<file path="config.mk">
export PLATFORM = sky130hd
export DESIGN_NAME = dpi_flow_ctx_feeder
export DESIGN_NICKNAME = d
export VERILOG_FILES = /design/src/rtl/dpi_pkg.sv /design/src/rtl/dpi_ctx_ram.sv /design/src/rtl/dpi_flow_ctx_feeder.sv
export SDC_FILE = /design/constraint.sdc
export NUM_CORES = 1
export LEC_CHECK = 0
export ABC_AREA = 1
export CAP_MARGIN = 10
export CORE_AREA = 2 2 153 155
export CTS_CLUSTER_DIAMETER = 50
export DETAILED_ROUTE_END_ITERATION = 7
export DIE_AREA = 0 0 155 157
export SYNTH_ARGS = -nofsm -noshare
export SYNTH_HDL_FRONTEND = slang
export SYNTH_SLANG_ARGS = --single-unit
</file>
<file path="constraint.sdc">
create_clock -name clk -period 5.1 [get_ports clk]
set_input_delay 1.02 -clock clk [delete_from_list [all_inputs] [get_ports clk]]
set_output_delay 1.02 -clock clk [all_outputs]
set_load 0.05 [all_outputs]
</file>
<file path="src/rtl/dpi_pkg.sv">
// Shared types and default widths for the DPI flow-context feeder.
package dpi_pkg;

  localparam int unsigned StateWDef = 11;
  localparam int unsigned FlowWDef  = 4;
  localparam int unsigned OfsWDef   = 16;

  typedef enum logic [1:0] {
    StIdle,
    StLoad,
    StStream,
    StSave
  } feeder_st_e;

  // Request bundle towards the DFA engine
  typedef struct packed {
    logic [7:0]           chr;
    logic                 chr_vld;
    logic [StateWDef-1:0] state;
    logic                 state_vld;
  } eng_req_t;

endpackage

</file>
<file path="src/rtl/dpi_ctx_ram.sv">
// Per-flow DFA context store: 1R1W sync-read RAM plus a flop-based valid vector.
module dpi_ctx_ram #(
  parameter int unsigned STATE_W = 11,
  parameter int unsigned FLOW_W  = 4
) (
  input  logic               clk,
  input  logic               rst_n,
  input  logic               rd_en_i,
  input  logic [FLOW_W-1:0]  rd_addr_i,
  output logic [STATE_W-1:0] rd_data_o,
  input  logic               wr_en_i,
  input  logic [FLOW_W-1:0]  wr_addr_i,
  input  logic [STATE_W-1:0] wr_data_i,
  input  logic               clr_i,
  input  logic [FLOW_W-1:0]  vld_addr_i,
  output logic               vld_o
);

  localparam int unsigned Depth = 1 << FLOW_W;

  logic [STATE_W-1:0] mem_q [Depth];
  logic [STATE_W-1:0] rd_data_q;
  logic [Depth-1:0]   vld_q, vld_d;

  // Data array has no reset so it maps onto block RAM
  always_ff @(posedge clk) begin
    if (wr_en_i) mem_q[wr_addr_i] <= wr_data_i;
    if (rd_en_i) rd_data_q <= mem_q[rd_addr_i];
  end

  // Valid vector: a clear in the same cycle as a save wins
  always_comb begin
    vld_d = vld_q;
    if (wr_en_i) vld_d[wr_addr_i] = 1'b1;
    if (clr_i)   vld_d = '0;
  end

  // Valid vector register
  always_ff @(posedge clk) begin
    if (!rst_n) vld_q <= '0;
    else        vld_q <= vld_d;
  end

  assign rd_data_o = rd_data_q;
  assign vld_o     = vld_q[vld_addr_i];

endmodule

</file>
<file path="src/rtl/dpi_flow_ctx_feeder.sv">
// Feeds byte beats into a DFA engine, restoring/saving per-flow engine state around each packet.
module dpi_flow_ctx_feeder
  import dpi_pkg::*;
#(
  parameter int unsigned STATE_W = StateWDef,
  parameter int unsigned FLOW_W  = FlowWDef,
  parameter int unsigned OFS_W   = OfsWDef
) (
  input  logic               clk,
  input  logic               rst_n,
  input  logic               s_valid,
  output logic               s_ready,
  input  logic [7:0]         s_data,
  input  logic               s_sop,
  input  logic               s_eop,
  input  logic [FLOW_W-1:0]  s_flow,
  input  logic               ctx_clr,
  output logic [7:0]         eng_char,
  output logic               eng_char_vld,
  output logic [STATE_W-1:0] eng_state,
  output logic               eng_state_vld,
  input  logic [STATE_W-1:0] eng_cur,
  input  logic               eng_accept,
  output logic               match_vld,
  output logic [FLOW_W-1:0]  match_flow,
  output logic [OFS_W-1:0]   match_ofs,
  output logic               err_sop,
  output logic               busy
);

  feeder_st_e         st_q, st_d;
  logic [FLOW_W-1:0]  flow_q, flow_d;
  logic [OFS_W-1:0]   ofs_q, ofs_d;
  logic               match_vld_q, err_sop_q;
  logic [FLOW_W-1:0]  match_flow_q;
  logic [OFS_W-1:0]   match_ofs_q;
  logic               rd_en, wr_en, beat, ctx_vld;
  logic [STATE_W-1:0] ram_q;
  eng_req_t           eng_req;

  dpi_ctx_ram #(
    .STATE_W (STATE_W),
    .FLOW_W  (FLOW_W)
  ) u_ctx_ram (
    .clk        (clk),
    .rst_n      (rst_n),
    .rd_en_i    (rd_en),
    .rd_addr_i  (s_flow),
    .rd_data_o  (ram_q),
    .wr_en_i    (wr_en),
    .wr_addr_i  (flow_q),
    .wr_data_i  (eng_cur),
    .clr_i      (ctx_clr),
    .vld_addr_i (flow_q),
    .vld_o      (ctx_vld)
  );

  // Next-state and engine-side outputs
  always_comb begin
    st_d    = st_q;
    flow_d  = flow_q;
    ofs_d   = ofs_q;
    rd_en   = 1'b0;
    wr_en   = 1'b0;
    s_ready = 1'b0;
    beat    = 1'b0;
    eng_req = '0;
    unique case (st_q)
      StIdle: begin
        // The sop beat is only peeked here; it is consumed in StStream
        if (s_valid && s_sop) begin
          flow_d = s_flow;
          rd_en  = 1'b1;
          st_d   = StLoad;
        end
      end
      StLoad: begin
        eng_req.state_vld = 1'b1;
        eng_req.state     = StateWDef'(ctx_vld ? ram_q : {STATE_W{1'b0}});
        ofs_d             = '0;
        st_d              = StStream;
      end
      StStream: begin
        s_ready         = 1'b1;
        eng_req.chr     = s_data;
        eng_req.chr_vld = s_valid;
        beat            = s_valid;
        if (beat) begin
          if (ofs_q != '1) ofs_d = ofs_q + OFS_W'(1);
          if (s_eop) st_d = StSave;
        end
      end
      StSave: begin
        // A reset landing on SAVE drops the packet without writing
        wr_en = rst_n;
        st_d  = StIdle;
      end
      default: st_d = StIdle;
    endcase
  end

  // FSM and packet bookkeeping registers
  always_ff @(posedge clk) begin
    if (!rst_n) begin
      st_q   <= StIdle;
      flow_q <= '0;
      ofs_q  <= '0;
    end else begin
      st_q   <= st_d;
      flow_q <= flow_d;
      ofs_q  <= ofs_d;
    end
  end

  // Match and error event registers; ofs_q is zero only on the first beat
  always_ff @(posedge clk) begin
    if (!rst_n) begin
      match_vld_q  <= 1'b0;
      match_flow_q <= '0;
      match_ofs_q  <= '0;
      err_sop_q    <= 1'b0;
    end else begin
      match_vld_q <= beat && eng_accept;
      err_sop_q   <= beat && s_sop && (ofs_q != '0);
      if (beat && eng_accept) begin
        match_flow_q <= flow_q;
        match_ofs_q  <= ofs_q;
      end
    end
  end

  assign eng_char      = eng_req.chr;
  assign eng_char_vld  = eng_req.chr_vld;
  assign eng_state     = STATE_W'(eng_req.state);
  assign eng_state_vld = eng_req.state_vld;
  assign match_vld     = match_vld_q;
  assign match_flow    = match_flow_q;
  assign match_ofs     = match_ofs_q;
  assign err_sop       = err_sop_q;
  assign busy          = (st_q != StIdle);

endmodule

</file>
==> results.md, run 1 <==
- For the pin with the worst max-slew slack, the measured transition is 0.998 ns.
- The critical path start-end classification is flip-flop to primary output.
- The setup slack after layout is about 1.1 ns.
- Net switching is 26.6% of the power.
- Setup repair after global routing left no endpoint under its margin.
- IR analysis of the VDD net gives a maximum drop of 0.274 mV.
- For flop-to-flop paths, the worst setup slack is around 2.3 ns.
- The critical path starts at flow_q[0]$_SDFFE_PN0P_.
- The number of cells on the worst reg-to-reg path is 7.
- The first-pass iteration count of the detailed router is 5.
- The area of the multi-input gates is around 2900 sq um.
- In this run, distinct cell masters in the synthesized netlist total 32.
- The total global routing overflow is 0.
- The worst hold path passes through 2 cells.
- The quantity of gates resized following cts is 0.
- Pin placement for this block handled 75 I/O pins.
- The initial antenna violation count was 0.
- Counting flops and latches in the post-synthesis netlist gives 247.
- In this run the power density over the cells is 409 nW/um^2.
- The estimated wirelength of the detail-placed design is 15,200 um.
- The violation count after the first detailed-routing iteration is between 500 and 600.
- The H-tree level count is 1.
- The global-route total usage across every layer is 21.2%.
- The number of warnings printed during yosys synthesis is 0.
- After detailed routing, the number of vias per cell comes to 5.31.
- The cell count after synthesis came out at 1,006.
- The worst setup path is launched from a flip-flop.
- The x dimension of the die is 155 um.
- In this run the worst path has a maximum fanout of 16.
- The placed instances occupy a cell area of 11,300 sq um.
- The minimum period implied by the final worst setup slack is 3.97 ns.
- The worst pin sits at a relative slew slack of 33.4%.
- The combined area of all synthesized cells is 10,300 sq um.
- Counting along the longest clock path gives a buffer depth of 3.
- The clock reaches the later pin of the worst-skew pair after roughly 0.55 ns.
- The wire length of the first global-routing pass is 39,600 um.
- Per report_power, the clock group accounts for 42.3% of the total.
- The count of vias placed by the detailed router is 7,370.
- Leaving out filler cells and counting taps, the final layout contains 1,389.
- The number of clock buffers added by TritonCTS is 29.
- The number of placement rows is 55.
- The startpoint of the lowest-slack hold path is u_ctx_ram.vld_q[12]$_SDFFE_PP0P_.
- In this run the power spent charging and discharging nets is between 1 and 1.5 mW.
- The signed area change from the synthesized netlist to the final layout is 19.5%.
- The antenna diode count is 0.
- The sequential cell fraction of total power is 44.4%.
- Derived from the worst setup path, the maximum achievable clock frequency is 252 MHz.
- The run finished with clean final reports.
- STA puts the critical path data arrival time at 2.95 ns.
- The number of setup buffers added after CTS is 0.
- In the final layout, flip-flops and latches occupy 6820 sq um.
- The ratio of final minimum period to clock period is 77.9%.
- The maximum number of pins on one net before global-route repair is between 90 and 100.
- The wire length on met1 is between 10,000 and 15,000 um.
- After detailed routing, the average wire length per cell comes to ~18 um.
- The finished cells cover 12,300 sq um.
- Setup violations remaining at the end of the flow were counted as 0.
- Routability-driven placement finished with a final weighted congestion of 0.850.
- The clock tree from TritonCTS is built.
- Each instance of the synthesized netlist takes up on average between 10 and 15 sq um.
- The routed wire length on met3 is ~1300 um.
- The leakage dissipation is 4.34 nW.
- OpenSTA, run right after detailed placement, puts the worst setup slack at 1.59 ns.
- The post-route DRC violation count is 0.
- The required time at the endpoint of the critical path is 4.08 ns.
- The internal power component is 3.71 mW.
- The number of fill cells is 1,968.
- The number of sinks driven by the clock tree is approximately 250.
- The sequential-to-total area share from yosys stat is roughly two thirds.
- The path category of the worst min-delay check is flip-flop to flip-flop.
- The area of the die is 24,300 sq um.
- The number of global-route vias before repair is 6,939.
- Summed over all layers, the routed wires come to 25,400 um.
- The clock-pin slew on the worst setup and hold paths is about 0.060 ns.
- The number of hold buffers added after CTS was 0.
- The final total power is slightly above 5 mW.
- For the final database, setup skew stands at roughly 0.014 ns.
- When the netlist entered floorplanning its net count stood at 1,042.
- The nature of the critical path endpoint is a primary output.
- For the final routed database, the setup TNS stands at 0 ns.
- The antenna violation net count after detailed routing is 0.
- In this run the critical register-to-register path is launched from st_q[0]$_SDFFE_PN0P_.
- The share of total power dissipated in combinational logic is 13.2%.
- The initial core utilization is 45.9%.
- The final number of max-transition violations is 0.
- The highest layer touched by signal routing is met4.
- The routed wire length on met2 is 12,000 um.
- The number of max-cap violations is 0.
- The core region is 22,500 sq um.
- The clock root buffer master is clkbuf_16.
- The fraction of layout cells with a size suffix above 1 is 8.15%.
- Once placement completed, the tool counted placed cells totaling approximately 1,300.
- The vertical die dimension is 157 um.
- The final hold violation count is 0.
- For this run, the post-layout net count is 1,117.
- Port buffering added 74 buffers.
==> worst paths after layout <==
path / end
setup / recovery: eng_state[10]
hold / removal: u_ctx_ram.vld_q[12]$_SDFFE_PP0P_
hold reg to reg: u_ctx_ram.vld_q[12]$_SDFFE_PP0P_
setup reg to reg: ofs_q[8]$_SDFFE_PN0P_
==> cells in the mapped netlist <==
library cell	number	area, sq um
o21ai_0	107	536
nor3_1	14	70.1
nand2_1	136	510
nor2_1	195	732
nand3_1	51	255
o211ai_2	1	12.5
o21ba_2	4	40.0
inv_2	1	3.75
nor4_1	2	12.5
buf_1	4	15.0
a22oi_1	1	7.51
a21oi_1	43	215
clkinv_1	1	3.75
buf_6	4	45.0
xor2_1	2	17.5
or2_2	1	6.26
nand2_2	2	12.5
buf_2	13	65.1
nor2_2	2	12.5
o21bai_1	1	7.51
nor3b_1	1	7.51
buf_4	8	60.1
clkbuf_1	27	101
nand3_2	1	10.0
edfxtp_1	187	5620
ha_1	6	75.1
a221oi_1	1	8.76
nand4_1	5	31.3
dfxtp_1	60	1200
o211ai_1	44	330
inv_1	74	278
o21ai_1	7	35.0
==> cell type report <==
cell class                 count  area share (%)
inverter                      76            2.31
multi-input combinational    627            23.9
sequential                   247            55.2
tap                          285            2.89
clock buffer                  39            6.84
clock inverter                15            1.38
timing repair buffer         100            7.50
==> routing by layer <==
layer / GRT usage [%] / up-vias
met5: 0 / -
met4: 5.73 / 0
met3: 3.14 / 40
met2: 35.6 / 198
met1: 28.9 / 3523
li1: - / 3609
==> critical path, cell delays in order, from the launching register on <==
cell	delay, ns
dfxtp_1	0.60
inv_1	0.14
nor2_1	0.16
nand2_1	0.07
nand3_1	0.09
nand2_1	0.05
nand2_1	0.05
nor2_1	0.04
buf_4	0.18
nor3_1	0.13
clkdlybuf4s50_1	0.89
==> power by group through the flow <==
stage / combinational, mW / clock (mW) / sequential (mW)
floorplan: 0.464 / 0 / 2.28
global placement: 0.665 / 0 / 2.29
detailed placement: 0.669 / 0 / 2.29
CTS: 0.673 / 2.17 / 2.24
global route: 0.738 / 2.25 / 2.25
finish: 0.669 / 2.14 / 2.24
==> logic make-up (layout without fill, tap and decap cells) <==
group,after synthesis,in the layout,share of synthesized area (%)
buffers and inverters,132,230,5.53
adders and majority gates,6,6,0.726
DFF,247,247,66.0
and+or+nand+nor,410,410,16.1
AOI/OAI and AO/OA,209,209,11.5
xor gates and xnor gates,2,2,0.170
==> state kept, by name, summed over array words and instances, names as in the netlist <==
register and flops:
u_ctx_ram.vld_q 16, match_flow 4, ofs_q 16, u_ctx_ram.mem_q 176, match_vld 1, match_ofs 16
flow_q 4, u_ctx_ram.rd_data_o 11, err_sop 1, st_q 2
==> through the flow <==
stage          hold slack, ns  utilization, %
3_5_place_dp            0.448            50.3
2_1_floorplan           0.431               -
3_3_place_gp            0.442            50.3
5_1_grt                 0.476            54.9
4_1_cts                 0.455            54.9
6_report                0.456            54.9
==> cells in the final DEF (no fill, tap or decap), drive strengths merged <==
master and n:
nor2 197, edfxtp 187, nand2 138, o21ai 114, inv 78, clkdlybuf4s50 72
dfxtp 60, nand3 52, o211ai 45, a21oi 43, clkbuf 39, buf 28
nor3 14, clkinv 7, ha 6, nand4 5, o21ba 4, clkinvlp 3
bufinv 3, xor2 2, nor4 2, o21bai 1, nor3b 1, a22oi 1
or2 1, a221oi 1
Note: power is estimated with default switching activity, not from simulation.
==> inputs of run 2 (changes only) <==
==> constraint.sdc (replaced) <==
create_clock -name clk -period 4 [get_ports clk]
set_input_delay 0.8 -clock clk [delete_from_list [all_inputs] [get_ports clk]]
set_output_delay 0.8 -clock clk [all_outputs]
set_load 0.05 [all_outputs]
==> run 2 against run 1 <==
Sequential cell count is the same. Routed wire length up 1.9%. Cell area grew 0.56%. Clock skew decreased by 0.0041 ns. Sequential power increased by 28%. Clock power is 25% higher. Critical path type unchanged. Highest routed layer unchanged.
==> results.md, run 2 (synthesis gave the netlist of run 1 again) <==
- The number of vias per cell after detailed routing is between 5 and 6.
- The first routing iteration left 644 violations.
- The source-to-sink clock delay at the later pin of the worst-skew pair is 0.54 ns.
- The pre-CTS setup slack is 0.570 ns.
- Global routing consumed, over all layers together, between 20% and 30% of the routing resources.
- The critical path starts at flow_q[0]$_SDFFE_PN0P_.
- The maximum number of pins on one net before global-route repair is around 90.
- For this design, the CTS-stage hold fixing added 0 buffers.
- For this run, the detailed router's first-pass iteration total came to 5.
- Headroom to the max-slew limit came out at 41.2%.
- The ratio of final minimum period to clock period is around 95%.
- Compared with the post-synthesis result, the final layout area differs by 20.1%.
- In this run the core area contains 55 standard-cell rows.
- In this run the power spent charging and discharging nets is 1.74 mW.
- TritonCTS built the clock tree.
- The worst reg2reg path endpoint is ofs_q[12]$_SDFFE_PN0P_.
- At the worst endpoint, the required time is 3.20 ns.
- In the final timing run, aggregate negative setup slack is 0 ns.
- Timing would allow up to around 260 MHz.
- The wire length of the first global-routing pass is 40,300 um.
- The repair_antennas step left the layout with diodes totalling 0.
- The total global routing overflow is 0.
- The average routed wire per standard cell is 18.5 um.
- The number of setup buffers added after CTS is 0.
- Internal power comes to 4.67 mW.
- The final hold violation count came to 0.
- The leakage dissipation is 4.37 nW.
- The most used routing layer is met2.
- The layout has 1,958 filler cells.
- After clock tree synthesis, the clock-pin slew on the worst setup and hold paths is 0.06 ns.
- The setup violation total in the final timing report is 0.
- The initial core utilization is 45.9%.
- The floorplan step set the die height to between 150 and 200 um.
- Global routing used around 30% of the available met1 tracks.
- The nature of the critical path endpoint is a primary output.
- The top register by number of flip-flops is u_ctx_ram.mem_q.
- The worst path arrival time is 2.99 ns.
- The worst hold path passes through 2 cells.
- In the global route stage, met2 resource usage came out at 36.0%.
- The final layout contains 1,125 nets.
- The sequential cell fraction of total power is 44.6%.
- The minimum period implied by the final worst setup slack is approximately 3.8 ns.
- In this run the count of I/O pins placed on the die edge is 75.
- The clock root buffer master is clkbuf_16.
- The count of vias placed by the detailed router is 7,424.
- The final number of max-transition violations is 0.
- The initial antenna violation count is 0.
- The quantity of gates resized following cts is 1.
- In the routed design, unresolved DRC markers number 0.
- The overall routed net length is between 20,000 and 30,000 um.
- Setup repair after global routing left no endpoint under its margin.
- CTS built an H-tree with a depth of 1.
- Net switching is 27.1% of the power.
- The number of cells on the worst reg-to-reg path is 9.
- The worst clock skew on the final layout is slightly above 0.01 ns.
- The most frequent standard cell in the layout excluding fill and tap cells is nor2_1.
- The startpoint of the worst-slack reg-to-reg timing path is st_q[0]$_SDFFE_PN0P_.
- After floorplanning, the core was sized to cover 22,500 sq um.
- Buffers placed on the I/O ports in this run total 74.
- The maximum fanout count along the critical path is 16.
- The worst-case IR drop observed on VDD is around 0.35 mV.
- The run finished with clean final reports.
- The detail route stage leaves a number of antenna-violating nets equal to 0.
- The estimated wirelength of the detail-placed design is ~16,000 um.
- The number of global-route vias before repair is a little over 7,000.
- Setup slack on the worst reg-to-reg path comes out at between 1 and 1.5 ns.
- The worst path meets setup with approximately 0.21 ns of slack.
- Counting along the longest clock path gives a buffer depth of 3.
- The transition time at the pin with the least slew margin is 0.882 ns.
- The post-layout instance count excluding filler cells is approximately 1,400.
- The tightest min-delay check is of the flip-flop to flip-flop type.
- The number of flip-flops in the largest register is 176.
- The worst setup path is launched from a flip-flop.
- The worst min-delay path endpoint is u_ctx_ram.vld_q[4]$_SDFFE_PP0P_.
- The power share of the clock group is 41.8%.
- The combinational share of power is between 10% and 20%.
- The fraction of layout cells with a size suffix above 1 is 8.81%.
- For met3 alone, demand over resource in global routing was 3.91%.
- The congestion estimate from routability-driven global placement came to 0.873.
- The critical path start-end classification is flip-flop to primary output.
- The x dimension of the die is 155 um.
- Final hold analysis gives a worst-case slack of 0.456 ns.
- Across the run, the number of max-cap violations was 0.
- The number of sinks driven by the clock tree is 247.
- The post-placement cell count is 1,342.
- The number of buffers added by the clock tree synthesis step is 30.
- The startpoint of the lowest-slack hold path is u_ctx_ram.vld_q[4]$_SDFFE_PP0P_.
- The areal power density over the cells is 516 nW/um^2.
- Leaving out fill and tap cells, the most frequent cells in the layout are nor2_1, edfxtp_1, nand2_1.
- The share of the core filled with cells is 55.2%.
- The die covers 24,300 sq um.
==> run 2: final cells by class <==
cell class	count	area [sq um]	area share, %
Clock buffer	33	783	6.31
Clock inverter	23	220	1.77
Inverter	76	285	2.30
Multi-Input combinational cell	627	2950	23.7
Sequential cell	247	6820	54.9
Tap cell	285	357	2.87
Timing Repair Buffer	107	1000	8.08
==> run 2: worst max path at each step <==
stage,endpoint,slack (ns)
finish,eng_state[8],0.21
global route,eng_state[2],0.02
CTS,eng_state[8],0.20
detailed placement,eng_state[8],0.57
global placement,eng_state[4],0.62
floorplan,eng_state[0],0.89
==> run 2: stage by stage <==
stage                     total power, mW  cell area, sq um
after floorplan                      3.50             10300
after CTS                            6.46             12400
after detailed placement             3.78             11400
final                                6.41             12400
after global placement               3.77             11400
after global routing                 6.66             12400
==> run 2: worst max-delay path, cell delays in order, from the launching register on <==
cell and delay (ns):
dfxtp_1 0.60, inv_1 0.13, nand2_1 0.08, nand2_1 0.04, nand2_1 0.05, nand3_1 0.07
nand2_1 0.06, nand2_1 0.05, nor2_2 0.37, buf_4 0.23, nor3_1 0.05, clkdlybuf4s50_1 0.73
==> run 2: routing by layer <==
layer	routed length [um]	up-vias
met5	0	-
met4	318	0
met3	1670	27
met2	12400	222
met1	11500	3547
li1	-	3628
==> run 2: power by group through the flow <==
stage | combinational, mW | sequential [mW] | clock [mW]
floorplan | 0.592 | 2.90 | 0
global placement | 0.863 | 2.91 | 0
detailed placement | 0.867 | 2.91 | 0
CTS | 0.872 | 2.86 | 2.73
global route | 0.952 | 2.87 | 2.84
finish | 0.868 | 2.86 | 2.68
